## config.mk

```make
export PLATFORM = sky130hd
export DESIGN_NAME = cfg_chain_ctrl
export DESIGN_NICKNAME = d
export VERILOG_FILES = /design/src/rtl/cfg_chain_pkg.sv /design/src/rtl/cfg_word_serdes.sv /design/src/rtl/cfg_chain_ctrl.sv
export SDC_FILE = /design/constraint.sdc
export NUM_CORES = 1
export LEC_CHECK = 0
export BUFFER_PORTS_ARGS = -buffer_cell sky130_fd_sc_hd__buf_2
export CAP_MARGIN = 40
export CORE_MARGIN = 2
export CORE_UTILIZATION = 52
export DETAILED_ROUTE_END_ITERATION = 10
export HOLD_SLACK_MARGIN = 0.02
export PLACE_DENSITY = 0.86
export SKIP_CTS_REPAIR_TIMING = 1
export SYNTH_ARGS = -nofsm -noshare
export SYNTH_HDL_FRONTEND = slang
export SYNTH_HIERARCHICAL = 1
export SYNTH_SLANG_ARGS = --single-unit
```

## constraint.sdc

```tcl
create_clock -name clk -period 2.7 [get_ports clk]
set_clock_uncertainty 0.1 [all_clocks]
set_input_delay 0.27 -clock clk [delete_from_list [all_inputs] [get_ports clk]]
set_output_delay 0.27 -clock clk [all_outputs]
set_load 0.02 [all_outputs]
```

## src/rtl/cfg_chain_pkg.sv

```systemverilog
// Shared types and helpers for the configuration-chain programming controller.
// Holds the controller state encoding and a constant-friendly ceiling log2.
package cfg_chain_pkg;

    typedef enum logic [2:0] {
        ST_IDLE  = 3'd0,
        ST_FETCH = 3'd1,
        ST_SHIFT = 3'd2,
        ST_LATCH = 3'd3,
        ST_DONE  = 3'd4
    } state_t;

    function automatic int clog2(input int value);
        int result;
        result = 0;
        while ((1 << result) < value) begin
            result = result + 1;
        end
        return result;
    endfunction

endpackage

```

## src/rtl/cfg_word_serdes.sv

```systemverilog
// Word-wide transmit PISO and receive SIPO for the serial configuration chain.
// Both shift LSB-first; a flush right-aligns a partially received word.
module cfg_word_serdes
    import cfg_chain_pkg::*;
#(
    parameter  int WORD_W = 8,
    localparam int CW     = clog2(WORD_W + 1)
) (
    input  logic              clk,
    input  logic              reset,
    input  logic              i_clear,
    input  logic              i_load,
    input  logic [WORD_W-1:0] i_load_data,
    input  logic              i_shift,
    input  logic              i_din,
    input  logic              i_flush,
    output logic              o_tx_bit,
    output logic              o_word_valid,
    output logic [WORD_W-1:0] o_word
);

    localparam logic [CW-1:0] WORD_W_C = CW'(WORD_W);

    logic [WORD_W-1:0] r_tx;
    logic [WORD_W-1:0] r_rx;
    logic [CW-1:0]     r_rx_cnt;

    logic [WORD_W-1:0] w_rx_shifted;
    logic [CW-1:0]     w_cnt_inc;
    logic [CW-1:0]     w_align;
    logic              w_full;

    // New bits enter at the top so the first-received bit lands in bit 0
    // once a full word has arrived; partial words are shifted down on flush.
    always_comb begin
        w_rx_shifted = {i_din, r_rx[WORD_W-1:1]};
        w_cnt_inc    = r_rx_cnt + CW'(1);
        w_full       = (w_cnt_inc == WORD_W_C);
        w_align      = WORD_W_C - w_cnt_inc;
        o_word       = w_rx_shifted >> w_align;
        o_word_valid = i_shift && (w_full || i_flush);
        o_tx_bit     = r_tx[0];
    end

    always_ff @(posedge clk) begin
        if (reset || i_clear) begin
            r_tx     <= '0;
            r_rx     <= '0;
            r_rx_cnt <= '0;
        end else begin
            if (i_load) begin
                r_tx <= i_load_data;
            end else if (i_shift) begin
                r_tx <= i_flush ? '0 : (r_tx >> 1);
            end

            if (i_shift) begin
                if (w_full || i_flush) begin
                    r_rx     <= '0;
                    r_rx_cnt <= '0;
                end else begin
                    r_rx     <= w_rx_shifted;
                    r_rx_cnt <= w_cnt_inc;
                end
            end
        end
    end

endmodule

```

## src/rtl/cfg_chain_ctrl.sv

```systemverilog
// Configuration-chain programming controller: serializes host words into the
// chain head, captures the tail as readback words, and pulses latch at the end.
//
// state | meaning
// IDLE  | waiting for start, chain untouched
// FETCH | s_ready high, waiting for the next host word
// SHIFT | shifting the current word into the chain, one bit per cycle
// LATCH | single-cycle cfg_latch pulse after CHAIN_LEN bits
// DONE  | sticky completion, bit_cnt holds CHAIN_LEN until next start
module cfg_chain_ctrl
    import cfg_chain_pkg::*;
#(
    parameter  int WORD_W    = 8,
    parameter  int CHAIN_LEN = 64,
    localparam int CNT_W     = clog2(CHAIN_LEN + 1)
) (
    input  logic              clk,
    input  logic              reset,
    input  logic              start,
    input  logic [WORD_W-1:0] s_data,
    input  logic              s_valid,
    output logic              s_ready,
    output logic              cfg_shift_en,
    output logic              cfg_dout,
    input  logic              cfg_din,
    output logic              cfg_latch,
    output logic [WORD_W-1:0] rd_data,
    output logic              rd_valid,
    output logic              busy,
    output logic              done,
    output logic [CNT_W-1:0]  bit_cnt
);

    localparam int LEFT_W = clog2(WORD_W + 1);
    localparam logic [CNT_W-1:0]  CHAIN_LEN_C = CNT_W'(CHAIN_LEN);
    localparam logic [LEFT_W-1:0] WORD_W_C    = LEFT_W'(WORD_W);

    state_t             r_state;
    logic [CNT_W-1:0]   r_bit_cnt;
    logic [LEFT_W-1:0]  r_word_left;
    logic               r_s_ready;
    logic               r_busy;
    logic               r_done;
    logic               r_shift_en;
    logic               r_latch;
    logic               r_rd_valid;
    logic [WORD_W-1:0]  r_rd_data;

    state_t             w_state_nxt;
    logic [CNT_W-1:0]   w_bit_cnt_nxt;
    logic [LEFT_W-1:0]  w_left_nxt;
    logic               w_s_ready_nxt;
    logic               w_busy_nxt;
    logic               w_done_nxt;
    logic               w_shift_en_nxt;
    logic               w_latch_nxt;

    logic               w_load;
    logic               w_shift;
    logic               w_flush;
    logic               w_clear;
    logic [CNT_W-1:0]   w_remain;
    logic [CNT_W-1:0]   w_bit_cnt_inc;
    logic [LEFT_W-1:0]  w_word_len;
    logic               w_tx_bit;
    logic               w_word_valid;
    logic [WORD_W-1:0]  w_word;

    // The last word may be shorter than WORD_W when CHAIN_LEN is not a multiple.
    always_comb begin
        w_remain      = CHAIN_LEN_C - r_bit_cnt;
        w_bit_cnt_inc = r_bit_cnt + CNT_W'(1);
        if (int'(w_remain) >= WORD_W) begin
            w_word_len = WORD_W_C;
        end else begin
            w_word_len = LEFT_W'(w_remain);
        end
    end

    always_comb begin
        w_state_nxt    = r_state;
        w_bit_cnt_nxt  = r_bit_cnt;
        w_left_nxt     = r_word_left;
        w_s_ready_nxt  = 1'b0;
        w_busy_nxt     = 1'b0;
        w_done_nxt     = r_done;
        w_shift_en_nxt = 1'b0;
        w_latch_nxt    = 1'b0;
        w_load         = 1'b0;
        w_shift        = 1'b0;
        w_flush        = 1'b0;
        w_clear        = 1'b0;

        case (r_state)
            ST_IDLE, ST_DONE: begin
                if (start) begin
                    w_state_nxt   = ST_FETCH;
                    w_bit_cnt_nxt = '0;
                    w_s_ready_nxt = 1'b1;
                    w_busy_nxt    = 1'b1;
                    w_done_nxt    = 1'b0;
                    w_clear       = 1'b1;
                end
            end
            ST_FETCH: begin
                w_busy_nxt = 1'b1;
                if (s_valid) begin
                    w_load         = 1'b1;
                    w_left_nxt     = w_word_len;
                    w_shift_en_nxt = 1'b1;
                    w_state_nxt    = ST_SHIFT;
                end else begin
                    w_s_ready_nxt = 1'b1;
                end
            end
            ST_SHIFT: begin
                w_busy_nxt    = 1'b1;
                w_shift       = 1'b1;
                w_bit_cnt_nxt = w_bit_cnt_inc;
                w_left_nxt    = r_word_left - LEFT_W'(1);
                if (r_word_left == LEFT_W'(1)) begin
                    if (w_bit_cnt_inc == CHAIN_LEN_C) begin
                        w_flush     = 1'b1;
                        w_latch_nxt = 1'b1;
                        w_state_nxt = ST_LATCH;
                    end else begin
                        w_s_ready_nxt = 1'b1;
                        w_state_nxt   = ST_FETCH;
                    end
                end else begin
                    w_shift_en_nxt = 1'b1;
                end
            end
            ST_LATCH: begin
                w_done_nxt  = 1'b1;
                w_state_nxt = ST_DONE;
            end
            default: begin
                w_state_nxt = ST_IDLE;
            end
        endcase
    end

    always_ff @(posedge clk) begin
        if (reset) begin
            r_state     <= ST_IDLE;
            r_bit_cnt   <= '0;
            r_word_left <= '0;
            r_s_ready   <= 1'b0;
            r_busy      <= 1'b0;
            r_done      <= 1'b0;
            r_shift_en  <= 1'b0;
            r_latch     <= 1'b0;
            r_rd_valid  <= 1'b0;
            r_rd_data   <= '0;
        end else begin
            r_state     <= w_state_nxt;
            r_bit_cnt   <= w_bit_cnt_nxt;
            r_word_left <= w_left_nxt;
            r_s_ready   <= w_s_ready_nxt;
            r_busy      <= w_busy_nxt;
            r_done      <= w_done_nxt;
            r_shift_en  <= w_shift_en_nxt;
            r_latch     <= w_latch_nxt;
            r_rd_valid  <= w_word_valid;
            if (w_word_valid) begin
                r_rd_data <= w_word;
            end
        end
    end

    cfg_word_serdes #(
        .WORD_W (WORD_W)
    ) u_serdes (
        .clk          (clk),
        .reset        (reset),
        .i_clear      (w_clear),
        .i_load       (w_load),
        .i_load_data  (s_data),
        .i_shift      (w_shift),
        .i_din        (cfg_din),
        .i_flush      (w_flush),
        .o_tx_bit     (w_tx_bit),
        .o_word_valid (w_word_valid),
        .o_word       (w_word)
    );

    assign s_ready      = r_s_ready;
    assign cfg_shift_en = r_shift_en;
    assign cfg_dout     = w_tx_bit;
    assign cfg_latch    = r_latch;
    assign rd_data      = r_rd_data;
    assign rd_valid     = r_rd_valid;
    assign busy         = r_busy;
    assign done         = r_done;
    assign bit_cnt      = r_bit_cnt;

endmodule

```

==> results.py <==
metrics = {
    "worst_hold_path": {
        "holdPathStages": 3,
        "min_to": "u_serdes/r_tx[0]$_SDFFE_PP0P_",
        "worstHoldStart": "s_data[0]",
        "hold_path_class": "input pin to flip-flop",
    },
    "sta": {
        "period_share_pct": 93.49,
        "worst_slew_pin_slew_ps": 523.6,
        "finalSetupViolCount": 0,
        "finalCriticalPeriod_ps": 2524,
        "rsz0062_at_grt": "no",
        "slew_headroom_pct": 65.09,
        "hold_viol": 0,
        "max_freq_mhz": 396.2,
        "whs_ps": 99.13,
        "slew_violations": 0,
        "setup_tns_ps": 0,
        "worst_slack_ps": 175.9,
    },
    "cts": {
        "clk_pin_slew_worst_paths_ps": 90,
        "insertion_delay_ps": 310,
        "cts.path.max_buffers": 2,
        "htreeDepth": 2,
        "clock_sinks": 47,
        "cts_tree": "done",
        "root_buffer": "clkbuf_8",
        "cts_buffers": 5,
    },
    "synth": {
        "synth_fa_ha_area_share_pct": 2.789,
        "synthSimpleGateAreaFrac_pct": 25.76,
        "synth_cell_types": 63,
        "netlist_instances": 313,
        "ys_ff_latch": 47,
        "synth_top_family_by_area": "simple AND/OR/NAND/NOR gates",
        "synthMuxAreaShare_pct": 10.18,
        "synth_edf_count": 0,
        "avgSynthCellArea_um2": 8.599,
        "ys_seq_area_share_pct": 34.96,
        "syn_area_um2": 2691,
        "yosysWarnings": 6,
        "synthesis.nets": 332,
        "synth_xor_area_share_pct": 0.9763,
        "synthArstFlopShare_pct": 0,
        "synth_compound_area_share_pct": 19.01,
        "ys.flop_type": "dfxtp_1",
    },
    "grt": {
        "grt_max_degree": 30,
        "gr-usage-all-layers_pct": 19.94,
        "grt_pass1_wl_um": 9577,
        "first_global_vias": 2165,
        "grt_overflow": 0,
        "antenna_found_initial": 0,
    },
    "drt": {
        "dr.pass1.iters": 4,
        "wirelength_um": 5716,
        "route.antenna.remaining_nets": 0,
        "routed_via_density": 5.672,
        "post_drt_wl_per_cell_um": 13.87,
        "drc": 0,
        "drt_iter0_markers": 150,
        "vias": 2337,
    },
    "worst_setup_path": {
        "cpMostUsedCell": "nor2_1",
        "worst-path-max-fanout": 11,
        "r2r_end": "u_serdes/r_rx_cnt[3]$_SDFFE_PP0P_",
        "slowest_delay_ps": 340,
        "rr_worst_depth": 10,
        "cp-start-kind": "flip-flop",
        "crit_path_top_delay_cell": "nor4bb_1",
        "crit_chain": "ha_1 -> and3_1 -> and4_1 -> o311ai_2 -> nor2_1 -> buf_4 -> nor2b_2 -> nor4bb_1 -> a21oi_1 -> nor2_1",
        "end_kind": "flip-flop",
        "worstSetupPathType": "flip-flop to flip-flop",
        "cp.arrival_ps": 2670,
        "ff2ff_setup_slack_ps": 180,
        "required_ps": 2850,
        "r2r_start": "bit_cnt[0]$_SDFFE_PP0P_",
    },
    "floorplan": {
        "initial_core_util_pct": 53.37,
        "die_area_um2": 5767,
        "die_y_um": 75.94,
        "fp.coreArea_um2": 5042,
        "rows": 26,
        "ioPinCount": 35,
        "die_w_um": 75.94,
    },
    "pwr": {
        "p_per_area_nw_per_um2": 443.9,
        "vdd_drop_max_uv": 216.3,
        "p_leak_nw": 1.115,
    },
    "placement": {
        "place_congestion": 0.8789,
        "dp_hpwl_um": 3984,
        "portBuffers": 34,
        "dp_worst_setup_slack_ps": 182.3,
    },
    "flow_run": {
        "max_cap_violations": 0,
    },
    "layout": {
        "num_antenna_cells": 0,
        "final_nets": 360,
        "layout-drive-gt1-share_pct": 22.22,
        "syn2layout_area_growth_pct": 11.39,
    },
    "status": {
        "status": "finished clean",
    },
}
## cell type report
| class | instances | area [µm²] |
|---|---|---|
| Inverter | 12 | 50.05 |
| Clock inverter | 2 | 16.27 |
| Fill cell | 422 | 2044 |
| Sequential cell | 47 | 942.2 |
| Multi-Input combinational cell | 233 | 1589 |
| Clock buffer | 6 | 82.58 |
| Timing Repair Buffer | 42 | 230.2 |
| Tap cell | 70 | 87.58 |
## cell usage in the layout, fill, tap and decap left out, types with 2 or more instances in the layout
cell type	synthesis	final
dfxtp_1	47	46
nor2_1	45	45
buf_2	6	34
a21oi_1	32	32
nand2_1	21	21
mux2i_1	15	15
inv_1	9	9
buf_4	4	8
nor2b_1	8	7
o21ai_0	7	7
nor3_1	7	7
nand4_1	7	7
o2bb2ai_1	7	7
ha_1	6	6
clkbuf_8	0	6
nand2b_1	5	5
mux4_2	5	5
nand3_1	4	4
nor3b_1	3	3
and3b_1	3	3
nor4bb_1	3	3
a211oi_1	3	3
a22oi_1	3	3
xnor2_1	3	3
a32oi_1	3	3
a211oi_2	3	3
clkinv_4	1	2
and4_1	2	2
a21boi_0	2	2
o31ai_1	2	2
or3b_1	2	2
a31oi_1	2	2
nor3_2	2	2
nand3b_1	2	2
and3_2	2	2
## cell families after synthesis
group	after synthesis
XOR/XNOR	3
multiplexers	21
AND/OR/NAND/NOR	128
flip-flops	47
adder cells (fa/ha/maj)	6
buffers and inverters	33
AO/OA/AOI/OAI	75
## worst max path at each step
stage / start / endpoint / slack, ps
after floorplan: bit_cnt[0]$_SDFFE_PP0P_ / rd_data[5]$_SDFFE_PP0P_ / 40
after global placement: bit_cnt[0]$_SDFFE_PP0P_ / rd_data[6]$_SDFFE_PP0P_ / 310
after detailed placement: bit_cnt[0]$_SDFFE_PP0P_ / rd_data[1]$_SDFFE_PP0P_ / 180
after CTS: bit_cnt[0]$_SDFFE_PP0P_ / rd_data[1]$_SDFFE_PP0P_ / 150
after global routing: bit_cnt[0]$_SDFFE_PP0P_ / rd_data[1]$_SDFFE_PP0P_ / 10
final: bit_cnt[0]$_SDFFE_PP0P_ / u_serdes/r_rx_cnt[3]$_SDFFE_PP0P_ / 180
## stage by stage
| step | instance area, µm² | total power, mW | cells | utilization [%] |
|---|---|---|---|---|
| floorplan | 2695 | 0.8467 | 313 | - |
| finish | 2998 | 1.331 | 412 | 59.45 |
| global route | 2998 | 1.379 | 412 | 59.45 |
| CTS | 2989 | 1.334 | 412 | 59.28 |
| global placement | 2890 | 0.8731 | 404 | 57.32 |
| detailed placement | 2890 | 0.8783 | 404 | 57.32 |
## cells in the mapped netlist, drive strengths merged, types with 5 or more instances
cell / instances / share of area, %
mux4: 5 / 4.2
a21oi: 32 / 6.0
nand2b: 5 / 1.2
nor2: 46 / 6.5
buf: 14 / 3.5
nor2b: 8 / 1.9
o21ai: 8 / 1.6
clkbuf: 7 / 0.98
nand4: 7 / 1.6
nand2: 21 / 2.9
inv: 10 / 1.4
mux2i: 15 / 5.6
o2bb2ai: 7 / 2.3
nor3: 9 / 2.0
a211oi: 6 / 2.2
dfxtp: 47 / 35
ha: 6 / 2.8
## flip-flops by register name, summed over array words and instances, names as in the netlist, 3 cells and up
register	cells
u_serdes/r_tx	8
rd_data	8
u_serdes/r_rx	7
r_word_left	4
bit_cnt	7
r_state	3
u_serdes/r_rx_cnt	4
## where the power goes
group	total, mW	switching, mW	leakage [nW]	internal, mW
logic	0.144	0.0878	0.687	0.0559
clock network	0.469	0.259	0.0474	0.210
registers	0.718	0.0110	0.381	0.707
total	1.33	0.358	1.12	0.973
## worst max-delay path, delay by kind of cell, from the launching register on
kind	cells	cell delay [ps]
flops	1	320
buf+inv	1	190
compound gates	2	400
simple gates	6	1200
fa+ha+maj	1	250
## per-layer routing
metal	routed length, µm	up-vias	global-route usage (%)
li1	-	1177	-
met3	290	5	4.167
met2	2819	76	34.73
met5	0	-	0
met4	58	0	5.818
met1	2548	1079	24.98
Power figures use the tool's default switching activity.
